**src/rtl/pll_reset_sequencer.sv**
```systemverilog
// PLL clock-domain bring-up: lock filter, reset release, clock-enable strobes.
//
// state       | meaning
// ------------+------------------------------------------------------------
// S_WAIT_LOCK | waiting for synchronised lock; design held in reset
// S_FILTER    | counting consecutive locked cycles up to LOCK_FILTER
// S_HOLD      | lock stable; keeping reset asserted for RST_HOLD cycles
// S_RUN       | reset released, ready high, clock-enable strobes running
module pll_reset_sequencer #(
   parameter int NUM_CE      = 2,
   parameter int DIV_W       = 8,
   parameter int LOCK_FILTER = 16,
   parameter int RST_HOLD    = 64
) (
   input  logic                    clock,
   input  logic                    reset_n,
   input  logic                    pll_locked,
   input  logic [NUM_CE*DIV_W-1:0] div,
   input  logic                    clear_lost,
   output logic                    rst_out_n,
   output logic                    ready,
   output logic [NUM_CE-1:0]       ce,
   output logic                    lost_lock
);

   localparam int LF_W  = $clog2(LOCK_FILTER) + 1;
   localparam int RH_W  = $clog2(RST_HOLD) + 1;
   localparam int CNT_W = (LF_W > RH_W) ? LF_W : RH_W;

   // Terminal counts: the transition happens on the edge where the count would reach the limit.
   localparam logic [CNT_W-1:0] LF_LAST = CNT_W'(LOCK_FILTER - 1);
   localparam logic [CNT_W-1:0] RH_LAST = CNT_W'(RST_HOLD - 1);

   typedef enum logic [1:0] {
      S_WAIT_LOCK = 2'd0,
      S_FILTER    = 2'd1,
      S_HOLD      = 2'd2,
      S_RUN       = 2'd3
   } state_t;

   state_t             r_state;
   state_t             w_state_nxt;
   logic [CNT_W-1:0]   r_cnt;
   logic [CNT_W-1:0]   w_cnt_nxt;
   logic               r_sync1;
   logic               r_sync2;
   logic               w_lock_s;
   logic               r_run;
   logic               w_run_nxt;
   logic               r_lost;

   assign w_lock_s  = r_sync2;
   assign w_run_nxt = (w_state_nxt == S_RUN);
   assign rst_out_n = r_run;
   assign ready     = r_run;
   assign lost_lock = r_lost;

   // Two-flop synchroniser for the asynchronous PLL lock indication.
   always_ff @(posedge clock or negedge reset_n) begin
      if (!reset_n) begin
         r_sync1 <= 1'b0;
         r_sync2 <= 1'b0;
      end else begin
         r_sync1 <= pll_locked;
         r_sync2 <= r_sync1;
      end
   end

   // Next-state and shared filter/hold counter; any lock drop restarts from scratch.
   always_comb begin
      w_state_nxt = r_state;
      w_cnt_nxt   = '0;
      case (r_state)
         S_WAIT_LOCK: begin
            if (w_lock_s) w_state_nxt = S_FILTER;
         end
         S_FILTER: begin
            if (!w_lock_s)              w_state_nxt = S_WAIT_LOCK;
            else if (r_cnt == LF_LAST)  w_state_nxt = S_HOLD;
            else                        w_cnt_nxt   = r_cnt + CNT_W'(1);
         end
         S_HOLD: begin
            if (!w_lock_s)              w_state_nxt = S_WAIT_LOCK;
            else if (r_cnt == RH_LAST)  w_state_nxt = S_RUN;
            else                        w_cnt_nxt   = r_cnt + CNT_W'(1);
         end
         S_RUN: begin
            if (!w_lock_s) w_state_nxt = S_WAIT_LOCK;
         end
         default: w_state_nxt = S_WAIT_LOCK;
      endcase
   end

   // State, counter, registered run flag and sticky lost-lock (set wins over clear).
   always_ff @(posedge clock or negedge reset_n) begin
      if (!reset_n) begin
         r_state <= S_WAIT_LOCK;
         r_cnt   <= '0;
         r_run   <= 1'b0;
         r_lost  <= 1'b0;
      end else begin
         r_state <= w_state_nxt;
         r_cnt   <= w_cnt_nxt;
         r_run   <= w_run_nxt;
         if ((r_state == S_RUN) && !w_lock_s) r_lost <= 1'b1;
         else if (clear_lost)                  r_lost <= 1'b0;
      end
   end

   for (genvar i = 0; i < NUM_CE; i++) begin : g_ce
      logic [DIV_W-1:0] r_ce_cnt;
      logic [DIV_W-1:0] r_ce_dl;
      logic             w_strobe;

      assign w_strobe = r_run && (r_ce_cnt == r_ce_dl);
      assign ce[i]    = w_strobe;

      // Divisor is only re-latched at a period boundary, so periods are never cut short or stretched.
      always_ff @(posedge clock or negedge reset_n) begin
         if (!reset_n) begin
            r_ce_cnt <= '0;
            r_ce_dl  <= '0;
         end else if (!r_run || !w_run_nxt) begin
            r_ce_cnt <= '0;
            r_ce_dl  <= div[i*DIV_W +: DIV_W];
         end else if (w_strobe) begin
            r_ce_cnt <= '0;
            r_ce_dl  <= div[i*DIV_W +: DIV_W];
         end else begin
            r_ce_cnt <= r_ce_cnt + DIV_W'(1);
         end
      end
   end

endmodule

```
**config.mk**
```make
export PLATFORM = sky130hd
export DESIGN_NAME = pll_reset_sequencer
export DESIGN_NICKNAME = d
export VERILOG_FILES = /design/src/rtl/pll_reset_sequencer.sv
export SDC_FILE = /design/constraint.sdc
export NUM_CORES = 1
export LEC_CHECK = 0
export BUFFER_PORTS_ARGS = -buffer_cell sky130_fd_sc_hd__buf_2
export CAP_MARGIN = 25
export CORE_UTILIZATION = 52
export DETAILED_ROUTE_END_ITERATION = 8
export GPL_TIMING_DRIVEN = 0
export HOLD_SLACK_MARGIN = 0.03
export PLACE_DENSITY = 0.84
export SYNTH_ARGS = -nofsm -noshare
export SYNTH_HDL_FRONTEND = slang
export SYNTH_SLANG_ARGS = --single-unit
```
**constraint.sdc**
```tcl
create_clock -name clock -period 2.2 [get_ports clock]
set_clock_uncertainty 0.2 [all_clocks]
set_input_delay 0.22 -clock clock [delete_from_list [all_inputs] [get_ports clock]]
set_output_delay 0.22 -clock clock [all_outputs]
set_load 0.05 [all_outputs]
```
* After elaboration in Yosys (flattened, before gate mapping)
Index checks and enable logic that the tools add are counted.
** Word-level totals
- Register bits :: 45
- Bits in latches :: 0
- Memory bits (writable) :: 0
- Memory bits (read-only) :: 0
- Input port bits :: 20
- Word-level logic and storage cells :: 54
- Memories kept :: 0
** Operators by class
- $add $sub $neg :: 3
- Multipliers :: 0
- Divide/modulo/power cells :: 0
- Order comparisons :: 0
- Equality and inequality tests :: 8
- Shift-type cells :: 0
- Muxes and demuxes :: 22
- Bitwise gates (word level) :: 0
- Reduce and logical (&&, ||, !) cells :: 11
** Operators by type and width (number)
- $mux 8 :: 8
- $mux 7 :: 4
- $add 8x1->8 const B :: 2
- $eq 8x8->1 :: 2
- $pmux 7 s2 :: 1
- $mux 2 :: 6
- $pmux 2 s4 :: 1
- $add 7x1->7 const B :: 1
- $eq 7x4->1 const B :: 1
- $eq 7x6->1 const B :: 1
- $eq 2x2->1 const B :: 3
- $reduce_bool 2->1 :: 3
- $logic_and 1x1->1 :: 3
- $logic_not 1->1 :: 3
- $eq 2x1->1 const B :: 1
- $logic_not 2->1 :: 1
- $mux 1 :: 2
- $logic_or 1x1->1 :: 1

* Longest topological paths before layout
Gate-level depths: netlist of the first run.
- Depth after elaboration :: 8
- Mapped depth :: 8
- Depth with buffers taken out :: 7

* Worst setup path before layout of the first run
Ideal clock, no wire load.
- Kind :: reg-to-reg
- Start :: register r_state[0]
- End :: register g_ce[0].r_ce_dl[5]
- Library setup time :: 0.125 ns
- Arrival time :: 2.051 ns
- Data required time :: 1.875 ns
- Setup slack :: -0.176 ns
- Cell stages (with the launch flop) :: 9
- Path buffers :: 1
- Period minus slack after synthesis :: 2.376 ns
- Cells stage by stage :: dfrtp_1 inv_1 ha_1 or3_1 a31oi_1 o31ai_4 nand4_4 buf_6 mux2_4
** On the way
- Elaborated cells between the ends (all ways) :: 16
- Classes of those cells :: 4 x eq/ne; 8 x mux; 4 x reduce/logical
** RTL lines
- start: declaration :: line 41 : state_t r_state;
- start signal: assignment :: line 102 : r_state <= w_state_nxt;
- $eq 2x2->1, or another cell as far along :: line 73 : case (r_state)
- $pmux 2 s4 * :: line 73
- via w_state_nxt[1] :: line 42 : state_t w_state_nxt;
- $eq 2x2->1 * :: line 53 : assign w_run_nxt = (w_state_nxt == S_RUN);
- $logic_not 1->1 * :: line 123 : end else if (!r_run || !w_run_nxt) begin
- $logic_or 1x1->1 * :: line 123
- $mux 8 or $reduce_bool 2->1 (tied branches)
- end signal: assignment :: line 125 : r_ce_dl <= div[i*DIV_W +: DIV_W];
- end signal: assignment :: line 128 : r_ce_dl <= div[i*DIV_W +: DIV_W];
- end: declaration :: line 112 : logic [DIV_W-1:0] r_ce_dl;
Mark *: on every way through the listed nets, which the timed path passes. The rest lies on a longest branch.
A chain may end at the register's enable or synchronous reset.

* Worst setup path after layout of the first run
- Start :: register r_state[1]
- End :: register g_ce[1].r_ce_dl[2]
** On the way
- Word-level cells in the longest chain between the ends :: 7
- Elaborated cells between the ends (all ways) :: 16
- Classes of those cells :: 4 x eq/ne; 8 x mux; 4 x reduce/logical
** RTL lines (line)
- $mux 2 (on tied branches) :: 84, 79
- $mux 2 (on tied branches) :: 83, 78
- $pmux 2 s4 * :: 73
- via w_state_nxt[1] :: 42
- $eq 2x2->1 * :: 53
- $logic_not 1->1 * :: 123
- $logic_or 1x1->1 * :: 123
- $mux 8 or $reduce_bool 2->1 (tied branches)
- end signal: assignment :: 125
- end signal: assignment :: 128
- end: declaration :: 112
Marks and branches as above.

==> results of run 1 <==
[through the flow]
step	worst slack [ns]	TNS (ns)	std cells
6_report	-0.1328	-2.725	311
5_1_grt	-0.1985	-5.005	311
4_1_cts	-0.1303	-2.325	303
3_5_place_dp	-0.2290	-2.183	264
3_3_place_gp	-0.1796	-1.073	264
2_1_floorplan	-0.05430	-0.2118	190
[area by class of cell]
cell class	instances	area (µm²)	area share
Tap cell	50	62.56	0.02049
Clock inverter	1	5.005	0.001639
Sequential cell	45	1129	0.3697
Timing Repair Buffer	63	513.0	0.1680
Buffer	5	48.80	0.01598
Multi-Input combinational cell	130	1159	0.3795
Clock buffer	7	96.34	0.03156
Inverter	10	40.04	0.01311
[worst min path at each step]
| stage | endpoint | cells after the start | startpoint | slack, ns |
|---|---|---|---|---|
| 2_1_floorplan | g_ce[0].r_ce_cnt[0]$_DFF_PN0_ | 0 | reset_n | -0.28 |
| 3_3_place_gp | r_sync1$_DFF_PN0_ | 1 | pll_locked | 0.13 |
| 3_5_place_dp | r_sync1$_DFF_PN0_ | 1 | pll_locked | 0.13 |
| 4_1_cts | r_sync2$_DFF_PN0_ | 0 | r_sync1$_DFF_PN0_ | 0.17 |
| 5_1_grt | r_sync2$_DFF_PN0_ | 2 | reset_n | 0.05 |
| 6_report | lost_lock$_DFFE_PN0P_ | 2 | reset_n | 0.05 |
[synth_stat cells]
cell type,count,area [µm²]
or2_2,1,6.260
o21ai_0,1,5.000
a211oi_4,1,20.02
nand4b_1,1,8.760
xor2_1,9,78.83
xnor2_1,23,201.4
o31ai_4,1,21.27
dfrtp_1,45,1126
a31oi_1,1,6.260
a311oi_1,1,8.760
nand2_1,6,22.52
o32a_1,1,10.01
nor2_1,23,86.33
nand3_1,12,60.06
nor3b_1,1,7.510
ha_1,7,87.58
nor3_1,2,10.01
and3b_1,1,8.760
mux2_2,12,135.1
and3_1,8,50.05
o41ai_2,1,16.27
nand4_1,2,12.51
inv_1,10,37.54
buf_6,2,22.52
mux2_4,4,60.06
a21oi_1,2,10.01
buf_4,3,22.52
nor2b_1,1,6.260
o22ai_1,1,6.260
nand4_4,2,42.54
and2_1,1,6.260
or3_1,4,25.02
[flip-flops by register name, summed over array words and instances (netlist names)]
register and cells:
g_ce.r_ce_cnt 16, r_sync2 1, r_cnt 7, r_state 2, lost_lock 1, ready 1
g_ce.r_ce_dl 16, r_sync1 1
[worst max-delay path: stages, from the launching register on]
cell     delay [ns]
dfrtp_2        0.44
inv_2          0.08
ha_4           0.19
nor2b_4        0.14
nand2_1        0.11
o31ai_4        0.41
nand4_4        0.18
buf_6          0.18
mux2_4         0.29
[per-layer routing]
metal	global-route usage	up-vias	share of wire
met5	0	-	0
met4	0.05851	0	0.0046
met3	0.06757	4	0.030
met2	0.3923	21	0.54
met1	0.2603	786	0.43
li1	-	789	-
[power groups by stage]
stage | logic (mW) | registers [mW] | clock network, mW
6_report | 0.408 | 0.896 | 0.550
5_1_grt | 0.445 | 0.902 | 0.599
4_1_cts | 0.399 | 0.893 | 0.564
3_5_place_dp | 0.317 | 0.910 | 0
3_3_place_gp | 0.309 | 0.909 | 0
2_1_floorplan | 0.249 | 0.903 | 0
[kinds of logic (layout without fill, tap and decap cells)]
logic type      count (synthesis)  after routing  share of synthesized area
xor+xnor                       32             32                     0.1258
fa+ha+maj                       7              7                    0.03930
flops                          45             45                     0.5053
compound gates                 10             10                    0.04661
mux                            16             16                    0.08759
buf+inv                        15             86                    0.03706
simple gates                   65             65                     0.1583
[what timing repair did]
action	in CTS	in global routing
gates resized for setup	14	8
buffers inserted	12	7
setup endpoints to repair	29	33
hold buffers	19	0
pin swaps	3	3
endpoints found under the hold margin	63	0
==> out/metrics.cfg, run 1 <==
[placed_design]
dp_hpwl_um = 2771
gp_congestion = 0.7837
io_buffers = 24
dpl-instance-area_mm2 = 0.002494

[status]
violations = negative setup slack
outcome = finished with violations

[setup_path]
regToRegSetupSlack_ns = -0.13
crit_end = g_ce[1].r_ce_dl[2]$_DFFE_PN0P_
r2r_start = r_state[1]$_DFF_PN0_
crit_path_end_kind = flip-flop
cp_max_fo = 5
startpoint = r_state[1]$_DFF_PN0_
r2r-end = g_ce[1].r_ce_dl[2]$_DFFE_PN0P_
worstPathArrival_ns = 2.32
crit_type = reg2reg
critical_path.startpoint_type = flip-flop
rr_worst_depth = 8
worstPathRequired_ns = 2.18

[finish]
layout.cells.most_common_list = dfrtp_1, xnor2_1, nor2_1, buf_2, dlygate4sd3_1
fin_util = 0.7524
drive_above_1_share = 0.3755
nNetsFinal = 287
synthToLayoutAreaGrowth_pct = 37.00
nFillCells = 258
mostFrequentLayoutCell = dfrtp_1
final_cell_area_mm2 = 0.003053
diodes = 0

[synthesis]
syn_inst = 190
yosysWarningCount = 0
syn_area_mm2 = 0.002228
synthesis.nets = 217
synth.distinct_cells = 32
ys_ff_latch = 45
seq_area_frac_synth = 0.5053
syn_avg_cell_area_um2 = 11.73

[power_and_ir_drop]
power_frac_comb = 0.220
p_sw_frac = 0.2715
power_frac_clock = 0.296
power_density_mw_per_mm2 = 607.3
p_leak_nw = 1.365
p_sw_mw = 0.5034
vdd_drop_max_uv = 471.4
seq_power_share = 0.484
internal-power_mw = 1.351
total_power_mw = 1.854

[detailed_routing]
avgViaCountPerCell = 5.145
ant_nets = 0
drt_iter0_markers = 59
vias = 1600
dr.pass1.iters = 4
drt-total-wl_um = 4562
drc = 0
wl_per_cell_um = 14.67

[die]
design.die.area_mm2 = 0.004551
chipWidth_um = 67.46
die_y_um = 67.46
start_util = 0.5492
coreArea_mm2 = 0.004058
row_count = 23
boundaryPins = 25

[timing]
maxSlewViolCount = 0
finalSetupViolCount = 31
clock.fmax_ghz = 0.4287
fin_crit_sh = 1.060
finalHoldViolCount = 0
tightest_slew_ns = 0.3682
layout_setup_ws_ns = -0.1328
rsz0062_at_grt = true
finalCriticalPeriod_ns = 2.333
slew_headroom = 0.7537
whs_ns = 0.05281

[global_routing]
grt_pass1_wl_um = 7245
overflow = 0
track_usage = 0.2228
antenna_found_initial = 0
grt_max_degree = 46
grt_pass1_vias = 1617

[cts]
root_buffer = clkbuf_8
path_clk_slew_ns = 0.08
clock-sinks = 45
cts_buffers = 5
cts_tree = yes
h-tree-depth = 2
clkLatencyLatePin_ns = 0.29
clockBufferDepth = 2

[hold_path]
hold_class = in2async

[flow_run]
cap_violations = 0

(Power assumes the default switching activity.)
==> run 2: changes to the inputs <==
GPL_TIMING_DRIVEN = not set   (was 0)
==> run 2 against run 1 <==
The flow still finishes with violations (negative setup slack). Sequential cell count unchanged. Critical path depth rose by 1. Sequential share of layout area shrank 0.52 points. Utilization is 1.2 points higher. Fmax is 0.30% higher. Final area rose by 1.6%. Non-clock buffer count increased by 4. Critical path type unchanged. Setup slack better by 0.0069 ns. Cell count grew 1.6%. Via count grew 4.5%. Combinational power is 35% higher.
==> out/metrics.cfg, run 2 (same netlist as run 1, synthesis figures left out) <==
[status]
outcome = finished with violations  ; unchanged
violations = negative setup slack  ; unchanged

[setup_path]
worstPathRequired_ns = 2.19  ; was 2.18 ns
crit_type = reg2reg  ; unchanged
worstPathCellList = inv_2 > ha_4 > and3_4 > a311oi_4 > a211oi_4 > buf_6 > nand4_4 > buf_12 > mux2_4  ; was inv_2 > ha_4 > nor2b_4 > nand2_1 > o31ai_4 > nand4_4 > buf_6 > mux2_4
crit_path_end_kind = flip-flop  ; unchanged
critical_path.startpoint_type = flip-flop  ; unchanged
cp_max_fo = 15  ; was 5
worstPathArrival_ns = 2.32  ; about the same
cp_slowest_stage_delay_ns = 0.45  ; was 0.44 ns
slowest_stage = dfrtp_2  ; unchanged

[detailed_routing]
drt-total-wl_um = 4847  ; was 4562 µm
avgViaCountPerCell = 5.291  ; was 5.145
vias = 1672  ; was 1600
drt_iter0_markers = 84  ; was 59
dr.pass1.iters = 5  ; was 4
wl_per_cell_um = 15.34  ; was 14.67 µm
ant_nets = 0  ; unchanged
drc = 0  ; unchanged

[timing]
fin_crit_sh = 1.057  ; was 1.060
tightest_slew_ns = 0.5585  ; was 0.3682 ns
clock.fmax_ghz = 0.4299  ; was 0.4287 GHz
finalCriticalPeriod_ns = 2.326  ; was 2.333 ns
maxSlewViolCount = 0  ; unchanged
finalSetupViolCount = 21  ; was 31
setup_tns_ns = -1.712  ; was -2.725 ns
rsz0062_at_grt = true  ; unchanged
whs_ns = 0.1594  ; was 0.05281 ns
slew_headroom = 0.6276  ; was 0.7537
layout_setup_ws_ns = -0.1259  ; was -0.1328 ns
finalHoldViolCount = 0  ; unchanged

[die]
start_util = 0.5492  ; unchanged
design.die.area_mm2 = 0.004551  ; unchanged
coreArea_mm2 = 0.004058  ; unchanged
die_y_um = 67.46  ; unchanged
boundaryPins = 25  ; unchanged
row_count = 23  ; unchanged
chipWidth_um = 67.46  ; unchanged

[cts]
path_clk_slew_ns = 0.08  ; about the same
clkLatencyLatePin_ns = 0.30  ; was 0.29 ns
h-tree-depth = 2  ; unchanged
clockBufferDepth = 2  ; unchanged
cts_buffers = 5  ; unchanged
cts_tree = yes  ; unchanged
clock-sinks = 45  ; unchanged
root_buffer = clkbuf_8  ; unchanged

[power_and_ir_drop]
vdd_drop_max_uv = 332.4  ; was 471.4 µV
power_density_mw_per_mm2 = 624.2  ; was 607.3 mW/mm²
p_leak_nw = 1.367  ; was 1.365 nW

[global_routing]
grt_pass1_vias = 1535  ; was 1617
antenna_found_initial = 0  ; unchanged
grt_max_degree = 46  ; unchanged
track_usage = 0.2196  ; was 0.2228
grt_pass1_wl_um = 7251  ; was 7245 µm
overflow = 0  ; unchanged

[finish]
fin_util = 0.7647  ; was 0.7524
drive_above_1_share = 0.4173  ; was 0.3755
mostFrequentLayoutCell = dfrtp_1  ; unchanged
nFillCells = 247  ; was 258
diodes = 0  ; unchanged
layout.cells.most_common_list = dfrtp_1, buf_4, xnor2_1, buf_2, dlygate4sd3_1  ; was dfrtp_1, xnor2_1, nor2_1, buf_2, dlygate4sd3_1
top_regs = g_ce.r_ce_cnt: 16 flops, g_ce.r_ce_dl: 16 flops, r_cnt: 7 flops  ; unchanged
synthToLayoutAreaGrowth_pct = 39.25  ; was 37.00%
nNetsFinal = 292  ; was 287

[hold_path]
hold_class = reg2reg  ; was in2async

[placed_design]
io_buffers = 24  ; unchanged
dp_hpwl_um = 2796  ; was 2771 µm
gp_congestion = 0.8192  ; was 0.7837

[flow_run]
cap_violations = 0  ; unchanged

## run 2: power breakdown
| group | internal, mW | switching [mW] |
|---|---|---|
| combinational | 0.293 | 0.256 |
| sequential | 0.858 | 0.0298 |
| clock | 0.221 | 0.280 |
| total | 1.37 | 0.565 |
## run 2: timing repair
action                     4_1_cts  5_1_grt
hold endpoints to repair        63        0
hold buffers                    19        0
gates cloned                     1        0
pin swaps                        4       12
buffers inserted                 2        9
setup endpoints to repair       26       26
resized for setup                8       28
## run 2: worst paths after layout
check                      cells after the start            startpoint  slack, ns                              to
setup / recovery                               9  r_state[0]$_DFF_PN0_      -0.13  g_ce[0].r_ce_dl[5]$_DFFE_PN0P_
hold / removal                                 0     r_sync1$_DFF_PN0_       0.16               r_sync2$_DFF_PN0_
setup reg to reg                               9  r_state[0]$_DFF_PN0_      -0.13  g_ce[0].r_ce_dl[5]$_DFFE_PN0P_
hold reg to reg                                0     r_sync1$_DFF_PN0_       0.16               r_sync2$_DFF_PN0_
max in group asynchronous                      3               reset_n       1.07   g_ce[0].r_ce_cnt[0]$_DFF_PN0_
min in group asynchronous                      3               reset_n       0.32  g_ce[1].r_ce_dl[6]$_DFFE_PN0P_
## run 2: through the flow
step	power [mW]	instances	cell area (µm²)	setup WS (ns)
CTS	1.886	307	2930	-0.1052
global route	2.022	316	3103	-0.2004
floorplan	1.151	190	2311	-0.05430
finish	1.937	316	3103	-0.1259
detailed placement	1.311	277	2584	-0.1268
global placement	1.297	277	2584	-0.05946
## run 2: layout make-up
type / count / area [µm²] / area share
Clock inverter: 2 / 10.01 / 0.003226
Timing Repair Buffer: 72 / 568.0 / 0.1831
Multi-Input combinational cell: 131 / 1221 / 0.3935
Inverter: 10 / 37.54 / 0.01210
Sequential cell: 45 / 1131 / 0.3645
Tap cell: 50 / 62.56 / 0.02016
Clock buffer: 6 / 72.57 / 0.02339
## run 2: worst max-delay path: cells and delay by family (launching register included)
| family | cells | cell delay, ns |
|---|---|---|
| buffers and inverters | 3 | 0.46 |
| flip-flops | 1 | 0.45 |
| AND/OR/NAND/NOR | 2 | 0.35 |
| AO/OA/AOI/OAI | 2 | 0.32 |
| multiplexers | 1 | 0.29 |
| adder cells (fa/ha/maj) | 1 | 0.16 |
## run 2: per-layer routing
layer	global-route usage	vias up	wire length, µm
li1	-	796	-
met1	0.2815	800	2066
met2	0.3700	59	2436
met3	0.04054	17	204
met4	0.07447	0	140
met5	0	-	0
